## config.mk

```make
export PLATFORM = sky130hd
export DESIGN_NAME = uart_rx_os16
export DESIGN_NICKNAME = d
export VERILOG_FILES = /design/src/rtl/uart_rx_os16.sv
export SDC_FILE = /design/constraint.sdc
export NUM_CORES = 1
export LEC_CHECK = 0
export BUFFER_PORTS_ARGS = -buffer_cell sky130_fd_sc_hd__buf_2
export CORE_MARGIN = 3
export CORE_UTILIZATION = 30
export DETAILED_ROUTE_END_ITERATION = 10
export HOLD_SLACK_MARGIN = 0.12
export SLEW_MARGIN = 20
export SYNTH_ARGS = -nofsm -noshare
export SYNTH_HDL_FRONTEND = slang
export SYNTH_SLANG_ARGS = --single-unit
```

## constraint.sdc

```tcl
create_clock -name tx_clk -period 2.1 [get_ports tx_clk]
set_input_delay 0.315 -clock tx_clk [delete_from_list [all_inputs] [get_ports tx_clk]]
set_output_delay 0.315 -clock tx_clk [all_outputs]
set_load 0.1 [all_outputs]
```

## src/rtl/uart_rx_os16.sv

```systemverilog
// uart_rx_os16: 8N1 UART receiver running on the 16x oversampled transmit clock.
//
// The pin is synchronized, start bits are qualified by a mid-bit majority vote,
// each data bit and the stop bit are majority-voted at mid-period, and each good
// byte is presented with a one-cycle strobe.
//
// Ports:
//   tx_clk          in   oversampling clock (OVERSAMPLE x baud), shared with the TX side
//   reset           in   asynchronous, active-high
//   uart_rx         in   raw serial line, idle high, asynchronous to tx_clk
//   uart_data       out  last correctly framed byte, LSB received first
//   uart_data_valid out  one-cycle pulse, uart_data is new in the same cycle
//   uart_frame_err  out  one-cycle pulse when the stop bit votes low
//   uart_busy       out  high whenever the receiver is not idle
module uart_rx_os16 #(
    parameter int unsigned OVERSAMPLE  = 16,
    parameter int unsigned SYNC_STAGES = 2
) (
    input  logic       tx_clk,
    input  logic       reset,
    input  logic       uart_rx,
    output logic [7:0] uart_data,
    output logic       uart_data_valid,
    output logic       uart_frame_err,
    output logic       uart_busy
);

    localparam int unsigned CntW = $clog2(OVERSAMPLE);

    localparam logic [CntW-1:0] CntLast = CntW'(OVERSAMPLE - 1);
    localparam logic [CntW-1:0] VoteLo  = CntW'(OVERSAMPLE / 2 - 1);
    localparam logic [CntW-1:0] VoteMid = CntW'(OVERSAMPLE / 2);
    localparam logic [CntW-1:0] VoteHi  = CntW'(OVERSAMPLE / 2 + 1);

    localparam logic [2:0] StIdle     = 3'd0;
    localparam logic [2:0] StStart    = 3'd1;
    localparam logic [2:0] StData     = 3'd2;
    localparam logic [2:0] StStop     = 3'd3;
    localparam logic [2:0] StWaitHigh = 3'd4;

    // Input synchronizer; resets to the idle (high) line level.
    logic [SYNC_STAGES-1:0] sync_q;
    logic                   rx_s;

    always_ff @(posedge tx_clk or posedge reset) begin
        if (reset) begin
            sync_q <= '1;
        end else begin
            sync_q <= {sync_q[SYNC_STAGES-2:0], uart_rx};
        end
    end

    assign rx_s = sync_q[SYNC_STAGES-1];

    logic [2:0]      state_q, state_d;
    logic [CntW-1:0] cnt_q, cnt_d;
    logic [2:0]      bidx_q, bidx_d;
    logic [7:0]      shift_q, shift_d;
    logic [2:0]      vote_q, vote_d;
    logic [7:0]      data_q, data_d;
    logic            valid_q, valid_d;
    logic            ferr_q, ferr_d;
    logic            busy_q, busy_d;

    logic            cnt_wrap;
    logic            decide;
    logic            maj;

    assign cnt_wrap = (cnt_q == CntLast);
    assign decide   = (cnt_q == VoteHi);
    // The third vote is the live sample, so the decision lands on the last vote sample.
    assign maj      = (vote_q[0] & vote_q[1]) | (vote_q[0] & rx_s) | (vote_q[1] & rx_s);

    always_comb begin
        state_d = state_q;
        cnt_d   = cnt_wrap ? '0 : cnt_q + CntW'(1);
        bidx_d  = bidx_q;
        shift_d = shift_q;
        vote_d  = vote_q;
        data_d  = data_q;
        valid_d = 1'b0;
        ferr_d  = 1'b0;

        if (cnt_q == VoteLo) begin
            vote_d[0] = rx_s;
        end else if (cnt_q == VoteMid) begin
            vote_d[1] = rx_s;
        end else if (cnt_q == VoteHi) begin
            vote_d[2] = rx_s;
        end

        case (state_q)
            StIdle: begin
                cnt_d = '0;
                if (!rx_s) begin
                    // This cycle is sample 0 of the start bit.
                    state_d = StStart;
                    cnt_d   = CntW'(1);
                end
            end
            StStart: begin
                if (decide && maj) begin
                    state_d = StIdle;
                    cnt_d   = '0;
                end else if (cnt_wrap) begin
                    state_d = StData;
                    bidx_d  = '0;
                end
            end
            StData: begin
                if (decide) begin
                    shift_d[bidx_q] = maj;
                end
                if (cnt_wrap) begin
                    if (bidx_q == 3'd7) begin
                        state_d = StStop;
                        bidx_d  = '0;
                    end else begin
                        bidx_d = bidx_q + 3'd1;
                    end
                end
            end
            StStop: begin
                if (decide) begin
                    cnt_d = '0;
                    if (maj) begin
                        // Returning early lets a following start bit be caught mid-stop.
                        data_d  = shift_q;
                        valid_d = 1'b1;
                        state_d = StIdle;
                    end else begin
                        ferr_d  = 1'b1;
                        state_d = StWaitHigh;
                    end
                end
            end
            StWaitHigh: begin
                // A held break reports once, then waits for the line to recover.
                cnt_d = '0;
                if (rx_s) begin
                    state_d = StIdle;
                end
            end
            default: begin
                state_d = StIdle;
                cnt_d   = '0;
            end
        endcase

        busy_d = (state_d != StIdle);
    end

    always_ff @(posedge tx_clk or posedge reset) begin
        if (reset) begin
            state_q <= StIdle;
            cnt_q   <= '0;
            bidx_q  <= '0;
            shift_q <= '0;
            vote_q  <= '0;
            data_q  <= '0;
            valid_q <= 1'b0;
            ferr_q  <= 1'b0;
            busy_q  <= 1'b0;
        end else begin
            state_q <= state_d;
            cnt_q   <= cnt_d;
            bidx_q  <= bidx_d;
            shift_q <= shift_d;
            vote_q  <= vote_d;
            data_q  <= data_d;
            valid_q <= valid_d;
            ferr_q  <= ferr_d;
            busy_q  <= busy_d;
        end
    end

    assign uart_data       = data_q;
    assign uart_data_valid = valid_q;
    assign uart_frame_err  = ferr_q;
    assign uart_busy       = busy_q;

endmodule

```

## After elaboration in Yosys (flattened, before gate mapping)

Cells that the tools add are included.

| operators by class | value |
|---|---|
| multiplexer cells | 28 |
| magnitude comparators | 2 |
| $add $sub $neg | 2 |
| bitwise gates (word level) | 6 |
| reductions and logical operators | 9 |
| equality and inequality tests | 12 |

Operators with widths:

| kind | count |
|---|---|
| 2-to-1 mux 3 bit | 12 |
| one-hot mux 4 bit (4 select lines) | 1 |
| one-hot mux 3 bit (5 select lines) | 1 |
| equality test 4 bit (second input constant) | 3 |
| 2-to-1 mux 4 bit | 3 |
| bitwise mux 8 bit | 1 |
| 2-to-1 mux 1 bit | 8 |
| equality test 3 x 2 -> 1 bit (second input constant) | 2 |
| equality test 3 bit (second input constant) | 2 |
| != test 2 bit (second input constant) | 3 |
| one-hot mux 3 bit (2 select lines) | 1 |
| adder 4 x 1 -> 4 bit (second input constant) | 1 |
| equality test 4 x 3 -> 1 bit (second input constant) | 1 |
| less-than comparator 3 x 4 -> 1 bit (second input constant) | 1 |
| AND reduction 2 bit | 2 |
| AND reduction 4 bit | 1 |
| adder 3 x 1 -> 3 bit (second input constant) | 1 |
| bitwise AND 1 bit | 3 |
| demux 1 bit (select 3 bit) | 1 |
| equality test 3 x 1 -> 1 bit (second input constant) | 1 |
| greater-or-equal comparator 3 x 1 -> 1 bit (second input constant) | 1 |
| zero test 3 bit | 1 |
| AND reduction 3 bit | 1 |
| nonzero test 3 bit | 1 |
| 4 further kinds | 6 |

| word-level totals | value |
|---|---|
| bits in registers | 33 |
| word-level logic and storage cells | 70 |
| input port bits | 3 |
| output and inout bits | 11 |

## Depth between registers and ports, before layout

Gate-level depths: netlist (run 1).

| depth | value |
|---|---|
| depth after elaboration | 7 |
| gate-level depth with buffers | 7 |
| gate-level depth less buffers | 6 |

## Least setup slack after synthesis (run 1)

No wires, ideal clock.

| timing path | value |
|---|---|
| path type | reg2reg |
| start point | register cnt_q[0] |
| end point | register busy_q, in the netlist uart_busy |
| arrival time | 1600 ps |
| data required time | 1969 ps |
| library setup time | 131 ps |
| stages on the path, launching flop included | 7 |
| setup slack | 369 ps |
| clock period less this slack | 1731 ps |
| buffers on the path | 1 |
| cells stage by stage | dfrtp_1 -> ha_1 -> and3b_1 -> buf_6 -> and4b_4 -> o22a_1 -> or3_1 |

| between the ends | value |
|---|---|
| cells in the longest elaborated chain, start to end | 5 |
| elaborated cells on any way between the ends | 9 |
| classes of those cells | 2 x eq/ne; 5 x mux; 2 x reduce/logical |

RTL lines:

| element | RTL line | text |
|---|---|---|
| start, declared | 56 | `logic [CntW-1:0] cnt_q, cnt_d;` |
| start signal, assigned | 166 | `cnt_q <= cnt_d;` |
| equality test 4 bit (on tied branches) | n/a |  |
| 2-to-1 mux 3 bit or logical AND 1 bit (tied branches) | 105, 102 |  |
| 2-to-1 mux 3 bit | 102 | `if (decide && maj) begin` |
| one-hot mux 3 bit (5 select lines) * | 92 | `case (state_q)` |
| named net state_d[2] | 55 | `logic [2:0] state_q, state_d;` |
| nonzero test 3 bit * | 150 | `busy_d = (state_d != StIdle);` |
| named net busy_d | 63 | `logic busy_q, busy_d;` |
| end signal, assigned | 173 | `busy_q <= busy_d;` |
| end, declared | 63 |  |

The timed path passes the listed nets; every way through them passes the cells marked *.
A chain may end at the register's enable or synchronous reset.

## Worst setup path after layout (run 1)

| timing path | value |
|---|---|
| start point | register sync_q[1] |
| end point | register busy_q, in the netlist uart_busy |

| between the ends | value |
|---|---|
| cells in the longest elaborated chain, start to end | 7 |
| elaborated cells on any way between the ends | 12 |
| classes of those cells | 6 x mux; 4 x bitwise; 2 x reduce/logical |

RTL lines:

| element | RTL line | text |
|---|---|---|
| start, declared | 42 | `logic [SYNC_STAGES-1:0] sync_q;` |
| start signal, assigned | 49 | `sync_q <= {sync_q[SYNC_STAGES-2:0], uart_rx};` |
| bitwise AND 1 bit | 72 | `assign maj = (vote_q[0] & vote_q[1]) \| (vote_q[0] & rx_s) \| (vote_q[1] & rx_s);` |
| OR 1 bit (2 in a row) | 72 |  |
| 2-to-1 mux 3 bit or logical AND 1 bit (tied branches) | 126, 102 |  |
| 2-to-1 mux 3 bit (on tied branches) | 124, 102 |  |
| one-hot mux 3 bit (5 select lines) * | 92 |  |
| named net state_d[2] | 55 |  |
| nonzero test 3 bit * | 150 |  |
| named net busy_d | 63 |  |

Marks and branches as above.

==> results of run 1 <==
## cells by family after synthesis
kind of cell	Yosys count	share of synthesized area, %
AOI/OAI and AO/OA	15	7.52
xor gates and xnor gates	1	0.566
adders and majority gates	6	4.77
buffers and inverters	14	4.20
DFF	33	53.5
muxes	18	13.1
and+or+nand+nor	39	16.3
## area by class of cell
cell class / count / area (um^2)
inverter: 8 / 30.0
timing repair buffer: 17 / 97.6
clock buffer: 7 / 86.3
tap: 67 / 83.8
fill: 485 / 3060
multi-input combinational: 79 / 663
sequential: 33 / 828
## worst max path at each step
stage / start / end / slack, ns / depth (start not counted)
CTS: sync_q[1] / uart_busy / 0.20 / 4
finish: sync_q[1] / uart_busy / 0.22 / 4
floorplan: cnt_q[0] / uart_busy / 0.37 / 6
detailed placement: sync_q[1] / uart_busy / 0.23 / 4
global route: cnt_q[1] / uart_busy / 0.07 / 6
global placement: sync_q[1] / uart_busy / 0.24 / 4
## routing by layer
metal | up-vias | part of all wire, % | wire (um)
met5 | - | 0 | 0
met4 | 0 | 0.44 | 12
met3 | 2 | 3.9 | 107
met2 | 15 | 49 | 1360
met1 | 493 | 46 | 1270
li1 | 484 | - | -
## worst reg2reg max path, delay by kind of cell, from the launching register on
family | cells | cell delay [ns]
adders and majority gates | 1 | 0.38
DFF | 1 | 0.58
and+or+nand+nor | 2 | 0.62
AOI/OAI and AO/OA | 1 | 0.19
## repair_timing
action / 4_1_cts / 5_1_grt
endpoints found under the hold margin: 0 / 1
hold buffers: 0 / 1
endpoints found under the setup margin: 0 / 1
gates resized for setup: 0 / 1
## sequential cells by signal, indices dropped and copies added (netlist names)
| signal | count |
|---|---|
| shift_q | 8 |
| uart_data | 8 |
| uart_frame_err | 1 |
| state_q | 3 |
| vote_q | 2 |
| bidx_q | 3 |
| cnt_q | 4 |
| sync_q | 2 |
| uart_data_valid | 1 |
| uart_busy | 1 |
## power breakdown
group	switching, mW	internal, mW	total, mW	leakage (nW)
combinational	0.339	0.213	0.552	0.403
clock	0.203	0.260	0.463	0.0443
sequential	0.0901	0.725	0.815	0.435
## metrics by stage
step / setup slack (ns) / instance area (um^2) / hold WS [ns] / power, mW / cells
5_1_grt: 0.0724 / 1790 / 0.161 / 1.95 / 211
2_1_floorplan: 0.369 / 1550 / 0.319 / 1.24 / 126
3_5_place_dp: 0.226 / 1680 / 0.351 / 1.37 / 203
6_report: 0.217 / 1790 / 0.126 / 1.83 / 211
3_3_place_gp: 0.243 / 1680 / 0.348 / 1.34 / 203
4_1_cts: 0.198 / 1770 / 0.127 / 1.84 / 210
## cells in the mapped netlist (all sizes together) (2+ instances only)
library cell / count / share of area, %
dfrtp: 31 / 50
mux2: 18 / 13
inv: 8 / 1.9
nor2: 6 / 1.5
buf: 5 / 2.0
ha: 5 / 4.0
nor3: 5 / 1.6
a21oi: 4 / 1.3
nand2: 4 / 0.97
a22o: 3 / 1.7
and3: 3 / 1.3
nand3b: 3 / 1.5
and4b: 2 / 1.6
dfstp: 2 / 3.4
nand2b: 2 / 0.81
nand3: 2 / 0.65
nor2b: 2 / 0.81
nor3b: 2 / 0.97
or3: 2 / 0.81
==> impl_summary.md, run 1 <==
Floorplan
14 I/O pins were placed. In this run the vertical extent of the chip is 77.8 um. The standard cell core area is between 0.004 and 0.005 mm^2. The area of the die is 0.00606 mm^2. The die is 77.8 um wide.

The effective utilization at floorplan is a little under a third. The placement row count is 25.

Critical path
Traced cell by cell, the critical path runs through maj3_2, and4b_4, o22a_1, or3_1. The startpoint type of the worst setup path is a flop. The number of buffers and inverters on the critical path is 0.

At the worst endpoint, the arrival time is around 2 ns. The worst path required time is 2.25 ns. For this run, the slowest stage of the critical path takes 0.58 ns. The kind of cell with the highest combined delay along the critical path is simple AND/OR/NAND/NOR gates. The worst setup path is captured at a flop. The worst flop-to-flop path endpoint is uart_busy. The type of the worst setup path is flop to flop. The standard cell with the maximum stage delay on the critical path is dfstp_2. The setup check on the worst reg-to-reg path leaves a slack of 0.22 ns.

The source of the worst register-to-register timing path is sync_q[1]. The depth of the worst register-to-register path is 4. Along the worst path, the maximum fanout reaches 14.

STA
For the pin with the worst max-slew slack, the measured transition is 0.487 ns. In this run the tightest slew margin relative to its limit is 67.7%. The number of slew-limit violations in the final report is 0.

The maximum operating frequency is 0.531 GHz. Setup repair after global routing left no endpoint under its margin. The minimum clock period after layout is 1.88 ns. The worst-case clock skew is 0.00456 ns. The number of failing hold endpoints at the final stage came to 0. The fraction of the cycle the final worst path needs is between 80% and 90%. After routing, the total negative slack on setup checks comes to 0 ns. The count of final setup violators is 0.

Drt
Detailed routing inserted a total of 994 vias. Wires add up to 2.76 mm. For this block, the initial DRC count from the detailed router was 28.

After detailed routing, the number of remaining DRC violations is 0. In the routed layout, each cell is associated on average with a via count of 4.71. For this run, the detailed router's first-pass iteration total came to 2. The average wire per standard cell is 13.1 um. The count of nets left with antenna violations once routing finished came out at 0.

Synth
The synthesized netlist contains 39 unique library cells. Synthesis produced about 130 cells. Among all flip-flop cells after synthesis, the most frequent one is dfrtp_1.

For this run, asynchronously set or reset flops after synthesis account for 100%. The number of enable-type register cells in the synthesized netlist is 0. Synthesis produced a netlist with a net count of 134. The area of the mapped netlist is ~0.0015 mm^2. The count of synthesis-stage warnings from yosys is 0. After synthesis, flip-flops and latches occupy 53.5% of the total area. The synthesized area per cell is 12.3 um^2. The synthesis-stage register bit count is 33.

Placed design
The final weighted congestion of routability-driven global placement is 0.907. In this run the tool buffered the top-level ports with 13 buffer cells. After legalization and detailed placement, the total HPWL measured approximately 1.9 mm.

Layout
The post-synthesis to final-layout area growth is 15.6%. The antenna cell count is 0. In the layout the commonest cells are dfrtp_1 (31), mux2_2 (18), buf_2 (13).

The library cell used most frequently in the layout, excluding fill and tap cells, is dfrtp_1. The fraction of final layout cells with drive strength greater than 1 is 34.7%. The net count of the finished layout is 152.

The post-layout utilization of the core is a little under two fifths.

GRT
Global routing consumed, over all layers together, just under 10% of the routing resources. The wire length of the first global-routing pass is 4.74 mm. The number of antenna violations at the first check in global routing is 0.

For met3 alone, demand over resource in global routing was 3.13%. Entering global routing, the biggest net connects 34 pins. Global routing consumed, on the met1 layer, between 10% and 20% of the routing resources. The number of global-route vias before repair is between 1,000 and 1,500. The most used routing layer is met2. Global routing consumed, on the met2 layer, between 10% and 20% of the routing resources. The total global routing overflow is 0.

Clock network
Counting every sink on the clock net gives 33. Buffers inserted during clock tree synthesis total 5. The number of buffers on the longest clock path is 2. The latest clock arrival within the worst-skew pair is 0.27 ns. The CTS tree is yes. The clock transition time at the flip-flop clock pins of the worst setup and hold paths is 0.06 ns. In this run the number of H-tree levels came out at 2. The root buffer cell chosen for the clock tree is clkbuf_8.

The post-CTS setup-driven buffer insertion count is 0.

Pwr
The worst supply voltage drop on vdd is between 0.5 and 0.6 mV. Dividing total power by cell area gives a power density of ~1000 mW/mm^2. The static leakage is 0.883 nW.

Worst hold path
In this run the worst hold path is classified as primary input to asynchronous set/reset pin.

Run
The tool flagged a number of max-cap violations equal to 0.

Status
The flow ran to the end, and the final reports show no timing, DRC or antenna violations.
Note: power is estimated with default switching activity, not from simulation.
==> run 2, diff against run 1 <==
Settings changed: ABC_AREA set to 1.
==> run 2 against run 1 <==
Net effect:
- cell area grew 0.63%
- clock skew grew 0.0039 ns
- maximum frequency grew 26%
- worst hold slack lost 0.017 ns
- first-iteration DRC count grew 93%
- register-to-register slack gained 0.39 ns
- largest power group unchanged
- sequential cell count is the same
- synthesized area shrank 0.24%
- combinational power shrank 18%
- clock-buffer cell count is the same
- clock power grew 13%
- final cell count grew 23%
==> impl_summary.md, run 2 <==
Status
Status: finished, final reports clean (unchanged).

Placed design
The count of port buffers added during placement is 13 (unchanged). The final weighted congestion of routability-driven global placement is 0.824 (was 0.907). The worst slack after detailed placement was 0.603 ns (was 0.226 ns).

The placed wire-length estimate is 1.94 mm (was 1.93 mm).

Synth
The post-synthesis share of cell area spent on xor and xnor gates is 0.567% (was 0.566%). The simple-gate share of the synthesized area is 26.2% (was 16.3%). The count of synthesis-stage warnings from yosys came to 0 (unchanged). Leading post-synthesis cells by cell area: dfrtp_1 (50%), nand2_1 (10%), inv_1 (4.9%) (was dfrtp_1 (50%), mux2_2 (13%), ha_1 (4.0%)). The area of the mapped netlist is 0.00154 mm^2 (was 0.00155 mm^2). Most used standard cells in the synthesized netlist: nand2_1 (43), dfrtp_1 (31), inv_1 (20) (was dfrtp_1 (31), mux2_2 (18), inv_1 (8)).

The dominant synthesized flop cell is dfrtp_1 (unchanged). The combinational family with the most area after synthesis is simple AND/OR/NAND/NOR gates (unchanged). The number of enable-type register cells in the synthesized netlist is 0 (unchanged). The synthesis-stage register bit count is 33 (unchanged). The multiplexer share of the synthesized area is 0% (was 13.1%). The dominant cell by count in the synthesized netlist is nand2_1 (was dfrtp_1). The area fraction in compound gates after synthesis came to 8.75% (was 7.52%). The portion of the post-synthesis area used by sequential elements came to 53.6% (was 53.5%).

The share of the synthesized area in the top cell type came to 50.2% (was 50.1%). The number of distinct library cell variants in the gate-level netlist after synthesis is 26 (was 39). The adder-cell share of the synthesized area is 4.05% (was 4.77%). The synthesized area per cell is 9.08 um^2 (was 12.3 um^2). The share of flip-flops with an asynchronous set or reset was 100% (unchanged). The synthesized netlist net count is 178 (was 134). The top cell type by total area after synthesis is dfrtp_1 (unchanged). The count of mapped cells out of synthesis is 170 (was 126).

Layout
The post-layout utilization of the core is 37.1% (was 36.9%). The fraction of final layout cells with drive strength greater than 1 was 21.9% (was 34.7%). The total of fill cells in the finished design is 488 (was 485). The antenna cell count is 0 (unchanged). The commonest non-fill, non-tap cell in the layout is nand2_1 (was dfrtp_1).

Leading cell types in the layout, fill and taps excluded: nand2_1 (43), dfrtp_1 (31), inv_1 (20) (was dfrtp_1 (31), mux2_2 (18), buf_2 (13)). The final layout net count is 199 (was 152). The post-synthesis to final-layout area growth is 16.6% (was 15.6%).

Drt
The detailed-router iteration count before antenna repair is 4 (was 2). The wire length reported by the detailed router is 2.64 mm (was 2.76 mm). The average wire per standard cell is 10.2 um (was 13.1 um). The count of vias placed by the detailed router is 1,112 (was 994). The average via count per standard cell was 4.29 (was 4.71). The number of remaining DRC errors was 0 (unchanged).

The DRC marker count from the first detailed-route iteration came to 54 (was 28). The final antenna-violating net count was 0 (unchanged).

Critical path
The standard cell with the maximum stage delay on the critical path is dfstp_2 (unchanged). The biggest cell delay along the critical path came to 0.58 ns (about the same). Cells along the critical path: nand2_1, nand3_1, nand2_4, nand2_2, nand3_2, nand2_2, nand3_1 (was maj3_2, and4b_4, o22a_1, or3_1). The startpoint type of the worst setup path was a flop (unchanged). The source of the worst register-to-register timing path is sync_q[1] (unchanged). The kind of end point of the critical path is a flop (unchanged). The type of the worst setup path is flop to flop (unchanged). The worst flop-to-flop path endpoint is uart_busy (unchanged).

The flop-to-flop setup slack is 0.61 ns (was 0.22 ns). The depth of the worst register-to-register path is 7 (was 4). The endpoint arrival time on the critical path is 1.66 ns (was 2.03 ns). The largest fanout of any net on the critical path is 10 (was 14). The worst path required time is 2.27 ns (was 2.25 ns).

Floorplan
The placement row count is 25 (unchanged). The area of the die was 0.00604 mm^2 (was 0.00606 mm^2). The effective utilization at floorplan is 31.8% (was 31.9%).

The number of top-level pins is 14 (unchanged). The standard cell core area came to 0.00485 mm^2 (unchanged). The die height is 77.7 um (was 77.8 um). The chip width was 77.7 um (was 77.8 um).

Clock network
The number of hold buffers added after cts is 1 (was 0). The latest clock arrival within the worst-skew pair was 0.28 ns (was 0.27 ns). The CTS tree was yes (unchanged). The number of buffers on the longest clock path is 2 (unchanged). The number of clock buffers inserted by TritonCTS is 5 (unchanged).

The post-CTS setup-driven buffer insertion count is 0 (unchanged). The clock tree root buffer cell is clkbuf_8 (unchanged). The CTS H-tree depth is 2 (unchanged). The clock transition time at the flip-flop clock pins of the worst setup and hold paths is 0.07 ns (was 0.06 ns).

The count of instances resized after the clock tree is built came to 0 (unchanged). The clock sink total was 33 (unchanged).

GRT
The wire length of the first global-routing pass was 5.00 mm (was 4.74 mm). The number of antenna violations at the first check in global routing is 0 (unchanged). The largest net degree at the start of global routing came to 34 (unchanged). The number of global-route vias before repair is 1,118 (was 1,026). The combined global-route utilization of all metal layers is 10.4% (was 9.87%). The total global routing overflow is 0 (unchanged).

STA
The fraction of the cycle the final worst path needs is 71.0% (was 89.7%). The number of slew-limit violations in the final report is 0 (unchanged). The transition at the pin with the smallest max-transition slack came to 0.486 ns (was 0.487 ns). The worst-case setup margin in the final layout is 0.609 ns (was 0.217 ns). The maximum operating frequency is 0.671 GHz (was 0.531 GHz). The count of final setup violators came to 0 (unchanged). The minimum clock period after layout is 1.49 ns (was 1.88 ns).

The total negative setup slack came to 0 ns (unchanged). RSZ-0062 raised after global routing: false (unchanged). The worst relative slew slack was 67.8% (was 67.7%).

The number of failing hold endpoints at the final stage is 0 (unchanged). The worst-case clock skew came to 0.00845 ns (was 0.00456 ns).

Pwr
The power per unit of standard cell area is 984 mW/mm^2 (was 1020 mW/mm^2). The total power consumption of the routed design is 1.77 mW (was 1.83 mW). The worst supply voltage drop on vdd came to 0.319 mV (was 0.541 mV).

The static leakage is 0.954 nW (was 0.883 nW).

Worst hold path
The worst hold path class is primary input to asynchronous set/reset pin (unchanged).

Run
The count of max-cap constraint violations is 0 (unchanged).
run 2: worst max path at each step:
stage | startpoint | endpoint | slack, ns | cells after the start
after floorplan | cnt_q[1] | uart_busy | 0.77 | 9
after global placement | sync_q[1] | uart_busy | 0.63 | 7
after detailed placement | sync_q[1] | uart_busy | 0.60 | 7
after CTS | sync_q[1] | uart_busy | 0.59 | 7
after global routing | cnt_q[1] | cnt_q[0] | 0.48 | 9
final | sync_q[1] | uart_busy | 0.61 | 7
run 2: routing by layer:
metal  track usage [%]  vias up  wire, um
li1                  -      588         -
met1              13.2      498      1270
met2              16.0       20      1200
met3              3.94        6       132
met4              4.09        0        44
met5                 0        -         0
run 2: worst max-delay path, delay by kind of cell, from the launching register on:
| family | cells | cell delay (ns) |
|---|---|---|
| flops | 1 | 0.58 |
| simple gates | 7 | 0.79 |
run 2: per-stage QoR:
stage               cell area, um^2  instances  hold slack (ns)
finish                         1800        259            0.109
global route                   1800        259            0.146
CTS                            1800        259            0.121
detailed placement             1690        250            0.348
global placement               1690        250            0.347
floorplan                      1540        170            0.319
run 2: layout make-up:
type | instances | area (um^2) | share of cell area (%)
Clock buffer | 7 | 96.3 | 5.35
Clock inverter | 1 | 5.00 | 0.278
Inverter | 25 | 93.8 | 5.21
Multi-Input combinational cell | 111 | 611 | 33.9
Sequential cell | 33 | 828 | 46.0
Tap cell | 67 | 83.8 | 4.66
Timing Repair Buffer | 15 | 82.6 | 4.59
run 2: power by group:
group | switching [mW] | internal [mW] | leakage [nW]
clock network | 0.225 | 0.296 | 0.0542
logic | 0.319 | 0.135 | 0.463
registers | 0.0798 | 0.717 | 0.437
total | 0.624 | 1.15 | 0.954
run 2: cell families after synthesis:
group	Yosys count
adder cells (fa/ha/maj)	5
XOR/XNOR	1
AO/OA/AOI/OAI	25
buffers and inverters	26
AND/OR/NAND/NOR	80
flip-flops	33
==> run 3, diff against run 2 <==
Settings changed: ABC_AREA 1 to 0.
Clock period 2.1 ns to 1.5 ns, I/O delays scaled along.
==> run 3 against run 2 <==
Net effect:
- the flow now finishes with violations (setup timing)
- cell area increased by 22%
- power increased by 76%
- wire length increased by 21%
- core utilization increased by 8.3 points
- critical path depth decreased by 1
- worst hold slack improved by 0.25 ns
- sequential share of layout area decreased by 8.4 points
- first-iteration DRC count decreased by 67%
==> impl_summary.md, run 3 (synthesized netlist as in run 1, its figures left out) <==
STA
The transition at the pin with the smallest max-transition slack is 0.498 ns (was 0.486 ns). The worst relative slew slack came to 67.0% (was 67.8%). The fraction of the cycle the final worst path needs is 116% (was 71.0%). The worst-case setup margin in the final layout is -0.243 ns (was 0.609 ns).

The number of slew-limit violations in the final report is 0 (unchanged). RSZ-0062 raised after global routing: true (was false). The maximum operating frequency came to 0.574 GHz (was 0.671 GHz). The number of failing hold endpoints at the final stage was 0 (unchanged). The minimum clock period after layout is 1.74 ns (was 1.49 ns). The count of final setup violators was 25 (was 0).

The worst-case clock skew is 0.00757 ns (was 0.00845 ns).

Clock network
The number of buffers on the longest clock path is 2 (unchanged). The clock tree root buffer cell is clkbuf_8 (unchanged). The number of clock buffers inserted by TritonCTS is 5 (unchanged). The CTS tree was yes (unchanged). The CTS H-tree depth is 2 (unchanged).

The clock sink total came to 33 (unchanged). The latest clock arrival within the worst-skew pair is 0.28 ns (about the same). The clock transition time at the flip-flop clock pins of the worst setup and hold paths came to 0.07 ns (about the same).

Critical path
The number of buffers and inverters on the critical path was 1 (was 0). The type of the worst setup path is flop to flop (unchanged). The largest fanout of any net on the critical path is 6 (was 10). The worst path required time is 1.66 ns (was 2.27 ns). The standard cell with the maximum stage delay on the critical path is dfrtp_1 (was dfstp_2). The endpoint arrival time on the critical path is 1.90 ns (was 1.66 ns).

The startpoint type of the worst setup path is a flop (unchanged). The biggest cell delay along the critical path was 0.41 ns (was 0.58 ns). The critical path's top delay family is simple AND/OR/NAND/NOR gates (unchanged). The kind of end point of the critical path is a flop (unchanged). Cells along the critical path: inv_2, ha_4, and3b_2, and4b_4, o22a_1, or3_1 (was nand2_1, nand3_1, nand2_4, nand2_2, nand3_2, nand2_2, nand3_1).

Layout
The area of all sequential standard cells is 830 um^2 (was 828 um^2). The post-synthesis to final-layout area growth is 42.4% (was 16.6%). The fraction of final layout cells with drive strength greater than 1 is 58.5% (was 21.9%). Leading cell types in the layout, fill and taps excluded: dfrtp_1 (30), buf_4 (27), mux2_2 (14) (was nand2_1 (43), dfrtp_1 (31), inv_1 (20)). The total of fill cells in the finished design is 438 (was 488). The area of all placed cells without fillers was 0.00220 mm^2 (was 0.00180 mm^2). The final layout net count came to 183 (was 199). The multi-input combinational cell area is 800 um^2 (was 611 um^2).

The commonest non-fill, non-tap cell in the layout is dfrtp_1 (was nand2_1). The antenna cell count is 0 (unchanged).

Worst hold path
The worst hold path class is flop to flop (was primary input to asynchronous set/reset pin).

Floorplan
The die height is 77.8 um (was 77.7 um). The area of the die is 0.00606 mm^2 (was 0.00604 mm^2). The placement row count is 25 (unchanged). The number of top-level pins is 14 (unchanged). The chip width is 77.8 um (was 77.7 um).

The effective utilization at floorplan came to 31.9% (was 31.8%). The standard cell core area is 0.00485 mm^2 (unchanged).

GRT
The largest net degree at the start of global routing is 34 (unchanged). The number of antenna violations at the first check in global routing was 0 (unchanged). The combined global-route utilization of all metal layers came to 11.2% (was 10.4%). The wire length of the first global-routing pass came to 5.35 mm (was 5.00 mm). The total global routing overflow is 0 (unchanged).

The number of global-route vias before repair is 1,148 (was 1,118).

Placed design
The count of port buffers added during placement was 13 (unchanged). The placed wire-length estimate was 2.18 mm (was 1.94 mm). The post-place instance area is 0.00188 mm^2 (was 0.00169 mm^2). The final weighted congestion of routability-driven global placement came to 0.767 (was 0.824).

Pwr
The total power consumption of the routed design is 3.11 mW (was 1.77 mW). The power per unit of standard cell area is 1410 mW/mm^2 (was 984 mW/mm^2). The worst supply voltage drop on vdd came to 0.853 mV (was 0.319 mV).

The static leakage is 1.07 nW (was 0.954 nW).

Drt
The final antenna-violating net count is 0 (unchanged). The average wire per standard cell is 13.1 um (was 10.2 um). The count of vias placed by the detailed router was 1,121 (was 1,112). The number of remaining DRC errors is 0 (unchanged). The average via count per standard cell is 4.61 (was 4.29). The DRC marker count from the first detailed-route iteration was 18 (was 54). The wire length reported by the detailed router is 3.18 mm (was 2.64 mm). The detailed-router iteration count before antenna repair is 4 (unchanged).

Status
The checks that failed: setup timing. Status: finished with violations (was finished, final reports clean).

Run
The count of max-cap constraint violations is 0 (unchanged).
-- run 3: report_power, final --
part	switching (mW)	internal (mW)
logic	0.689	0.682
clock network	0.305	0.321
registers	0.0964	1.02
-- run 3: per-layer routing --
layer	GRT usage, %	part of all wire, %	up-vias
met4	4.98	1.2	0
met3	3.36	4.3	4
met2	19.1	52	25
li1	-	-	544
met5	0	0	-
met1	13.0	43	548
-- run 3: metrics by stage --
| step | utilization (%) | worst slack, ns | hold WS (ns) | TNS (ns) | std cells |
|---|---|---|---|---|---|
| 2_1_floorplan | - | -0.194 | 0.229 | -1.49 | 126 |
| 3_3_place_gp | 38.7 | -0.249 | 0.326 | -2.34 | 223 |
| 3_5_place_dp | 38.7 | -0.288 | 0.335 | -3.15 | 223 |
| 4_1_cts | 42.3 | -0.201 | 0.361 | -3.06 | 239 |
| 5_1_grt | 45.4 | -0.298 | 0.361 | -4.71 | 243 |
| 6_report | 45.4 | -0.243 | 0.359 | -3.13 | 243 |
-- run 3: cell type report --
class                   instances  share of cell area, %
inverters                       8                   1.36
repair buffers                 48                   17.1
clock buffers                   6                   3.29
clock inverters                 2                  0.454
flip-flops and latches         33                   37.6
well taps                      67                   3.80
multi-input cells              79                   36.3
-- run 3: worst reg2reg max path, stage by stage (launching register included) --
cell	delay [ns]
dfrtp_1	0.41
inv_2	0.07
ha_4	0.15
and3b_2	0.25
and4b_4	0.20
o22a_1	0.18
or3_1	0.37
-- run 3: path summary, 6_finish.rpt --
check / startpoint / endpoint / slack [ns] / cells past startpoint
min: sync_q[0] / sync_q[1] / 0.36 / 0
max in group asynchronous: reset / sync_q[1] / 0.58 / 4
max reg2reg: cnt_q[1] / uart_busy / -0.24 / 6
min in group asynchronous: reset / bidx_q[0] / 0.58 / 4
min reg2reg: sync_q[0] / sync_q[1] / 0.36 / 0
max: cnt_q[1] / uart_busy / -0.24 / 6
-- run 3: what timing repair did --
item,CTS,global route
hold buffers,2,0
cloned,0,1
endpoints found under the hold margin,32,0
resized for setup,7,22
pin swaps,4,11
setup endpoints to repair,25,25
buffers inserted,6,3
